### src/rtl/t2mi_packet_generator.sv
// T2-MI packet framer: 0x47 sync, type, 16-bit length, then the payload bytes,
// all presented through one registered output byte with valid/ready handshaking.
module t2mi_packet_generator #(
  parameter int MIN_LEN  = 4,
  parameter int MAX_LEN  = 4096,
  parameter int IDLE_GAP = 0
) (
  input  logic        clk,
  input  logic        rst_n,
  input  logic        pkt_req,
  input  logic [7:0]  pkt_type,
  input  logic [15:0] pkt_length,
  output logic        pkt_ack,
  input  logic        pld_valid,
  input  logic [7:0]  pld_data,
  output logic        pld_ready,
  output logic        t2mi_valid,
  output logic [7:0]  t2mi_data,
  output logic        t2mi_sync,
  input  logic        t2mi_ready,
  output logic        busy,
  output logic        gen_error,
  output logic [15:0] pkt_count
);

  typedef enum logic [2:0] {
    S_IDLE, S_SYNC, S_TYPE, S_LEN_HI, S_LEN_LO, S_PAYLOAD, S_GAP
  } state_e;

  localparam int GAP_W = (IDLE_GAP > 1) ? $clog2(IDLE_GAP + 1) : 1;
  localparam logic [GAP_W-1:0] GAP_INIT = GAP_W'(IDLE_GAP);

  state_e             state_q, state_d;
  logic [7:0]         type_q, type_d;
  logic [15:0]        len_q, len_d;
  logic [15:0]        rem_q, rem_d;
  logic [GAP_W-1:0]   gap_q, gap_d;
  logic               vld_q, vld_d;
  logic [7:0]         data_q, data_d;
  logic               sync_q, sync_d;
  logic [15:0]        cnt_q, cnt_d;

  logic               xfer;
  logic               len_ok;
  logic               pkt_done;
  logic [31:0]        len_ext;

  assign xfer    = vld_q & t2mi_ready;
  assign len_ext = {16'd0, pkt_length};
  assign len_ok  = (len_ext >= 32'(MIN_LEN)) && (len_ext <= 32'(MAX_LEN));

  // The state names the byte sitting in the output register; PAYLOAD is entered
  // as soon as the length low byte is loaded so the first payload take overlaps
  // its transfer and the stream has no bubble at the header/payload seam.
  always_comb begin
    state_d   = state_q;
    type_d    = type_q;
    len_d     = len_q;
    rem_d     = rem_q;
    gap_d     = gap_q;
    vld_d     = vld_q;
    data_d    = data_q;
    sync_d    = sync_q;
    cnt_d     = cnt_q;
    pkt_ack   = 1'b0;
    gen_error = 1'b0;
    pld_ready = 1'b0;
    pkt_done  = 1'b0;

    case (state_q)
      S_IDLE: begin
        if (pkt_req && rst_n) begin
          pkt_ack = 1'b1;
          if (len_ok) begin
            type_d  = pkt_type;
            len_d   = pkt_length;
            rem_d   = pkt_length;
            data_d  = 8'h47;
            sync_d  = 1'b1;
            vld_d   = 1'b1;
            state_d = S_SYNC;
          end else begin
            gen_error = 1'b1;
          end
        end
      end
      S_SYNC: begin
        if (xfer) begin
          data_d  = type_q;
          sync_d  = 1'b0;
          state_d = S_TYPE;
        end
      end
      S_TYPE: begin
        if (xfer) begin
          data_d  = len_q[15:8];
          state_d = S_LEN_HI;
        end
      end
      S_LEN_HI: begin
        if (xfer) begin
          data_d  = len_q[7:0];
          state_d = (rem_q == 16'd0) ? S_LEN_LO : S_PAYLOAD;
        end
      end
      // Only reached for a zero-length packet (possible when MIN_LEN is 0).
      S_LEN_LO: begin
        if (xfer) pkt_done = 1'b1;
      end
      S_PAYLOAD: begin
        pld_ready = (rem_q != 16'd0) && (!vld_q || t2mi_ready);
        if (pld_ready && pld_valid) begin
          data_d = pld_data;
          vld_d  = 1'b1;
          rem_d  = rem_q - 16'd1;
        end else if (xfer) begin
          vld_d = 1'b0;
          if (rem_q == 16'd0) pkt_done = 1'b1;
        end
      end
      S_GAP: begin
        if (gap_q <= GAP_W'(1)) state_d = S_IDLE;
        else                    gap_d   = gap_q - GAP_W'(1);
      end
      default: state_d = S_IDLE;
    endcase

    if (pkt_done) begin
      vld_d   = 1'b0;
      cnt_d   = cnt_q + 16'd1;
      gap_d   = GAP_INIT;
      state_d = (IDLE_GAP > 0) ? S_GAP : S_IDLE;
    end
  end

  always_ff @(posedge clk or negedge rst_n) begin
    if (!rst_n) begin
      state_q <= S_IDLE;
      type_q  <= '0;
      len_q   <= '0;
      rem_q   <= '0;
      gap_q   <= '0;
      vld_q   <= 1'b0;
      data_q  <= '0;
      sync_q  <= 1'b0;
      cnt_q   <= '0;
    end else begin
      state_q <= state_d;
      type_q  <= type_d;
      len_q   <= len_d;
      rem_q   <= rem_d;
      gap_q   <= gap_d;
      vld_q   <= vld_d;
      data_q  <= data_d;
      sync_q  <= sync_d;
      cnt_q   <= cnt_d;
    end
  end

  assign t2mi_valid = vld_q;
  assign t2mi_data  = data_q;
  assign t2mi_sync  = sync_q;
  assign busy       = (state_q != S_IDLE);
  assign pkt_count  = cnt_q;

endmodule

### config.mk
export PLATFORM = sky130hd
export DESIGN_NAME = t2mi_packet_generator
export DESIGN_NICKNAME = d
export VERILOG_FILES = /design/src/rtl/t2mi_packet_generator.sv
export SDC_FILE = /design/constraint.sdc
export NUM_CORES = 1
export LEC_CHECK = 0
export BUFFER_PORTS_ARGS = -buffer_cell sky130_fd_sc_hd__buf_2
export CAP_MARGIN = 20
export CORE_MARGIN = 1.5
export CORE_UTILIZATION = 55
export DETAILED_ROUTE_END_ITERATION = 10
export PLACE_DENSITY = 0.79
export RECOVER_POWER = 100
export SETUP_SLACK_MARGIN = 0.1
export SYNTH_ARGS = -nofsm -noshare
export SYNTH_HDL_FRONTEND = slang
export SYNTH_SLANG_ARGS = --single-unit
### constraint.sdc
create_clock -name clk -period 2.4 [get_ports clk]
set_clock_uncertainty 0.05 [all_clocks]
set_input_delay 0.48 -clock clk [delete_from_list [all_inputs] [get_ports clk]]
set_output_delay 0.48 -clock clk [all_outputs]
set_load 0.005 [all_outputs]
== After elaboration in Yosys (flattened, before gate mapping) ==
Index checks and enable logic that the tools add are counted.

* Reduce and logical (&&, ||, !) cells: 23
* Equality and inequality tests: 21
* Bitwise logic cells: 1
* Div/mod/pow operators: 0
* Multiplexer cells: 41
* Magnitude comparators: 3
* Add/sub/neg operators: 3
* Shift-type cells: 0
* $mul: 0

{| class="wikitable"
|+ Operators by type and width
! operator !! count
|-
| 16-bit 2-to-1 mux || 3
|-
| 8-bit 2-to-1 mux || 6
|-
| 8-bit case mux with 5 select lines || 1
|-
| 16-bit case mux with 2 select lines || 1
|-
| 3-bit 2-to-1 mux || 7
|-
| 1-bit 2-to-1 mux || 19
|-
| 3-bit != test, second input constant || 6
|-
| 3-bit case mux with 6 select lines || 1
|-
| 16-bit by 1-bit adder with 16-bit output, second input constant || 1
|-
| 16-bit by 3-bit greater-or-equal comparator with 1-bit output, second input constant || 1
|-
| 16-bit by 13-bit less-or-equal comparator with 1-bit output, second input constant || 1
|-
| 16-bit zero test || 1
|-
| 16-bit nonzero test || 1
|-
| 16-bit by 1-bit subtractor with 16-bit output, second input constant || 1
|-
| 2-bit != test, second input constant || 7
|-
| 7-bit AND reduction || 2
|-
| 4-bit AND reduction || 3
|-
| 3-bit equality test, second input constant || 3
|-
| 3-bit by 2-bit equality test with 1-bit output, second input constant || 2
|-
| 1-bit case mux with 2 select lines || 3
|-
| 2-bit nonzero test || 3
|-
| 3-bit nonzero test || 2
|-
| 5-bit nonzero test || 1
|-
| 1-bit logical AND || 4
|-
| 12 further kinds || 12
|}

* Register bits after elaboration: 70
* Bits in writable memories: 0
* Memory bits (read-only): 0
* Output and inout bits: 30
* Bits in latches: 0
* Memories kept: 0
* Word-level logic and storage cells: 101

== Logic depth before layout (Yosys ltp) ==
* Depth after elaboration: 8
* Mapped depth: 9

== Worst setup path before layout ==
OpenSTA, ideal clock, no wires.

* Path type: reg2reg
* From: reg rem_q[8]
* To: reg data_q[0] (netlist: t2mi_data[0])
* Data required time: 2225 ps
* Path slack: 162 ps
* Data arrival time: 2063 ps
* Buffers on the path: 0
* Stages on the path, launching flop included: 7
* Period minus slack after synthesis: 2238 ps
* Path through: dfrtp_1 -> or3_1 -> or4_4 -> nor2_4 -> o32ai_1 -> a21oi_4 -> mux2_2

* Word-level cells in the longest chain between the ends: 5

{| class="wikitable"
|+ Ends and longest elaborated chain
! item !! RTL line !! source
|-
| start, declared || 36 || <nowiki>logic [15:0] rem_q, rem_d;</nowiki>
|-
| start signal, assigned || 151 || <nowiki>rem_q <= rem_d;</nowiki>
|-
| 16-bit nonzero test || 111 || <nowiki>pld_ready = (rem_q != 16'd0) && (!vld_q || t2mi_ready);</nowiki>
|-
| 1-bit logical AND || 111 ||
|-
| 1-bit logical AND || 112 || <nowiki>if (pld_ready && pld_valid) begin</nowiki>
|-
| 2-bit != test (no source line) || -- ||
|-
| 7-bit AND reduction (no source line) || -- ||
|-
| end signal, assigned || 154 || <nowiki>data_q <= data_d;</nowiki>
|-
| end, declared || 39 || <nowiki>logic [7:0] data_q, data_d;</nowiki>
|}

No other way between the ends.
A chain may end at the register's enable or synchronous reset.

== Final worst setup path ==
* From: reg rem_q[7]
* To: out pld_ready

* Word-level cells in the longest chain between the ends: 3

{| class="wikitable"
|+ Ends and longest elaborated chain
! item !! RTL line !! source
|-
| 16-bit nonzero test || 111 ||
|-
| 1-bit logical AND || 111 ||
|-
| 1-bit 2-to-1 mux || 70 || <nowiki>case (state_q)</nowiki>
|-
| end, declared || 16 || <nowiki>output logic pld_ready,</nowiki>
|}

No other way between the ends.

==> results.sh <==
export IMPL_status="finished, violations left"
export IMPL_violations="max-capacitance violations, max-slew violations, negative setup slack"
export IMPL_crit_path_end_kind="primary output"
export IMPL_hold_class="in2reg"
export IMPL_synth_top_cell_area_share_pct=48.1
export IMPL_synth_top_flop_cell="dfrtp_1"
export IMPL_r2r_start="rem_q[7]$_DFFE_PN0P_"
export IMPL_clk_pin_slew_worst_paths_ns=0.08
export IMPL_drtIter0Drc=232
export IMPL_finalSetupViolCount=6
export IMPL_synthCells=345
export IMPL_dp_hpwl_mm=5.97
export IMPL_grt_pass1_vias=2943
export IMPL_ys_async_sr_fraction_pct=100
export IMPL_hold_viol=0
export IMPL_critPathRequiredTime_ns=1.87
export IMPL_grt_first_pass_wirelength_mm=14.1
export IMPL_grt_ovfl_total=0
export IMPL_report_final_slew_viol_count=70
export IMPL_fin_crit_ns=2.48
export IMPL_htreeDepth=3
export IMPL_synthTopCellsByCount="dfrtp_1, nor2_1, mux2_2"
export IMPL_vias=3072
export IMPL_syn2layout_area_growth_pct=27.0
export IMPL_cts_inserted_buffers=9
export IMPL_yosys_warnings=0
export IMPL_synth_area_leaders="dfrtp_1, mux2_2, mux2i_1"
export IMPL_place_inst=494
export IMPL_clock_sinks=69
export IMPL_crit_path_start_kind="register"
export IMPL_clk_latency_ns=0.35
export IMPL_dieArea_um2=7020
export IMPL_synth_yosys_seq_area_share_pct=48.1
export IMPL_path_class="reg2out"
export IMPL_yosysMostFrequentCell="dfrtp_1"
export IMPL_final_core_util_pct=72.2
export IMPL_tightest_slew_ns=1.68
export IMPL_crit_fanout=2
export IMPL_drc=0
export IMPL_final_cell_area_um2=4560
export IMPL_vdd_ir_drop_max_v=0.000538
export IMPL_antenna_found_initial=0
export IMPL_rsz0062_at_grt="true"
export IMPL_ant_nets=0
export IMPL_core_um2=6310
export IMPL_drive_above_1_share_pct=38.4
export IMPL_clockBufferDepth=2
export IMPL_relSlewSlack_pct=-11.8
export IMPL_fmax_mhz=403
export IMPL_final_min_period_over_clock_period_pct=103
export IMPL_syn_cell_area_um2=3590
export IMPL_maxCapViolCount=1
export IMPL_clk_root_buffer_cell="clkbuf_8"
export IMPL_wl_mm=8.91
export IMPL_num_rows=29
export IMPL_p_leak_nw=2.19
export IMPL_startpoint="rem_q[7]$_DFFE_PN0P_"
export IMPL_place_congestion=0.883
export IMPL_ys_types=53
export IMPL_pin_count=67
export IMPL_start_util_pct=56.9
export IMPL_synth_nets=385
export IMPL_wl_per_cell_um=17.0
export IMPL_ys_seq_elements=69
export IMPL_preCtsSetupSlack_ns=0.00941
export IMPL_first_pass_iters=4
export IMPL_crit_arrival_ns=1.95
export IMPL_cts_tree="built"
export IMPL_vias_per_cell=5.85
export IMPL_worstHoldStart="pkt_type[6]"
export IMPL_portBuffers=66
export IMPL_synth_avg_cell_area_um2=10.4
export IMPL_synth_edf_count=0
export IMPL_grt_max_degree=70
export IMPL_grt_usage_pct=26.0
export IMPL_stdcell_count=525
export IMPL_placed_area_um2=4100
export IMPL_power_density_nw_per_um2=935
export IMPL_die_w_um=83.8
export IMPL_synth_area_leader_cell="dfrtp_1"
export IMPL_fin_nets=483
export IMPL_fin_ws_ns=-0.0801
export IMPL_antennaDiodeCount=0
export IMPL_die_h_um=83.8
==> flip-flops by register name, indices dropped and copies added (netlist names) <==
signal,flops
state_q,3
type_q,8
len_q,16
t2mi_valid,1
t2mi_sync,1
pkt_count,16
t2mi_data,8
rem_q,16
==> report_power, final <==
group / internal [mW] / total [mW] / switching [mW] / leakage, nW
Combinational: 0.749 / 1.55 / 0.802 / 1.20
Clock: 0.510 / 0.961 / 0.451 / 0.0995
Sequential: 1.49 / 1.75 / 0.261 / 0.891
Total: 2.75 / 4.26 / 1.51 / 2.19
==> final timing paths <==
check                                            endpoint  cells past startpoint  slack (ns)
worst max-delay path                            pld_ready                      6       -0.08
worst min-delay path                type_q[6]$_DFFE_PN0P_                      2        0.31
worst max register to register   t2mi_data[0]$_DFFE_PN0P_                      9       -0.01
worst min register to register  pkt_count[15]$_DFFE_PN0P_                      1        0.43
max in group asynchronous            rem_q[1]$_DFFE_PN0P_                      2        0.63
min in group asynchronous       pkt_count[12]$_DFFE_PN0P_                      2        0.66
==> metrics by stage <==
| stage | TNS [ns] | hold WS, ns | power (mW) |
|---|---|---|---|
| after floorplan | 0 | 0.134 | 2.66 |
| after global placement | 0 | 0.405 | 3.09 |
| after detailed placement | 0 | 0.407 | 3.15 |
| after CTS | -1.81 | 0.298 | 4.17 |
| after global routing | -1.07 | 0.295 | 4.54 |
| final | -0.138 | 0.306 | 4.26 |
==> final cells by class <==
| cell class | count | area [µm²] |
|---|---|---|
| Multi-Input combinational cell | 250 | 1860 |
| Fill cell | 467 | 1750 |
| Sequential cell | 69 | 1730 |
| Timing Repair Buffer | 100 | 624 |
| Clock buffer | 11 | 141 |
| Tap cell | 77 | 96.3 |
| Clock inverter | 5 | 60.1 |
| Inverter | 13 | 48.8 |
==> routing by layer <==
metal	vias up	GRT usage (%)	part of all wire, %
met3	17	5.24	5.5
met2	116	40.3	50
li1	1438	-	-
met1	1501	35.0	42
met4	0	12.8	2.2
met5	-	0	0
==> layout by cell type, fill, tap and decap left out, types with 7 or more instances in the layout <==
cell       n
dfrtp_1   69
buf_2     61
mux2_2    28
nor2_1    25
o21ai_0   25
buf_4     25
nand2_1   19
a21oi_1   19
mux2i_1   16
inv_1     12
clkbuf_8  10
nor4_1     8
nor3_1     8
xnor2_1    8
xor2_1     8
nand3_1    7
o22ai_1    7
==> cells by family after synthesis <==
group | after synthesis | share of synthesized area (%)
simple gates | 110 | 16.4
compound gates | 73 | 12.7
flops | 69 | 48.1
mux | 48 | 14.5
buf+inv | 26 | 3.31
xor+xnor | 16 | 3.90
fa+ha+maj | 3 | 1.05
==> worst max-delay path: stages (launching register included) <==
cell and delay, ns:
dfrtp_1 0.38, or3_1 0.38, or4_4 0.46, nor2_4 0.12, buf_6 0.11, nor2_2 0.03, buf_2 0.12
==> repair_timing <==
action,CTS,global route
buffers inserted,7,7
endpoints found under the setup margin,11,42
cloned,1,1
gates resized for setup,8,29
pin swaps,6,12
hold buffers,0,0
Power figures use the tool's default switching activity.
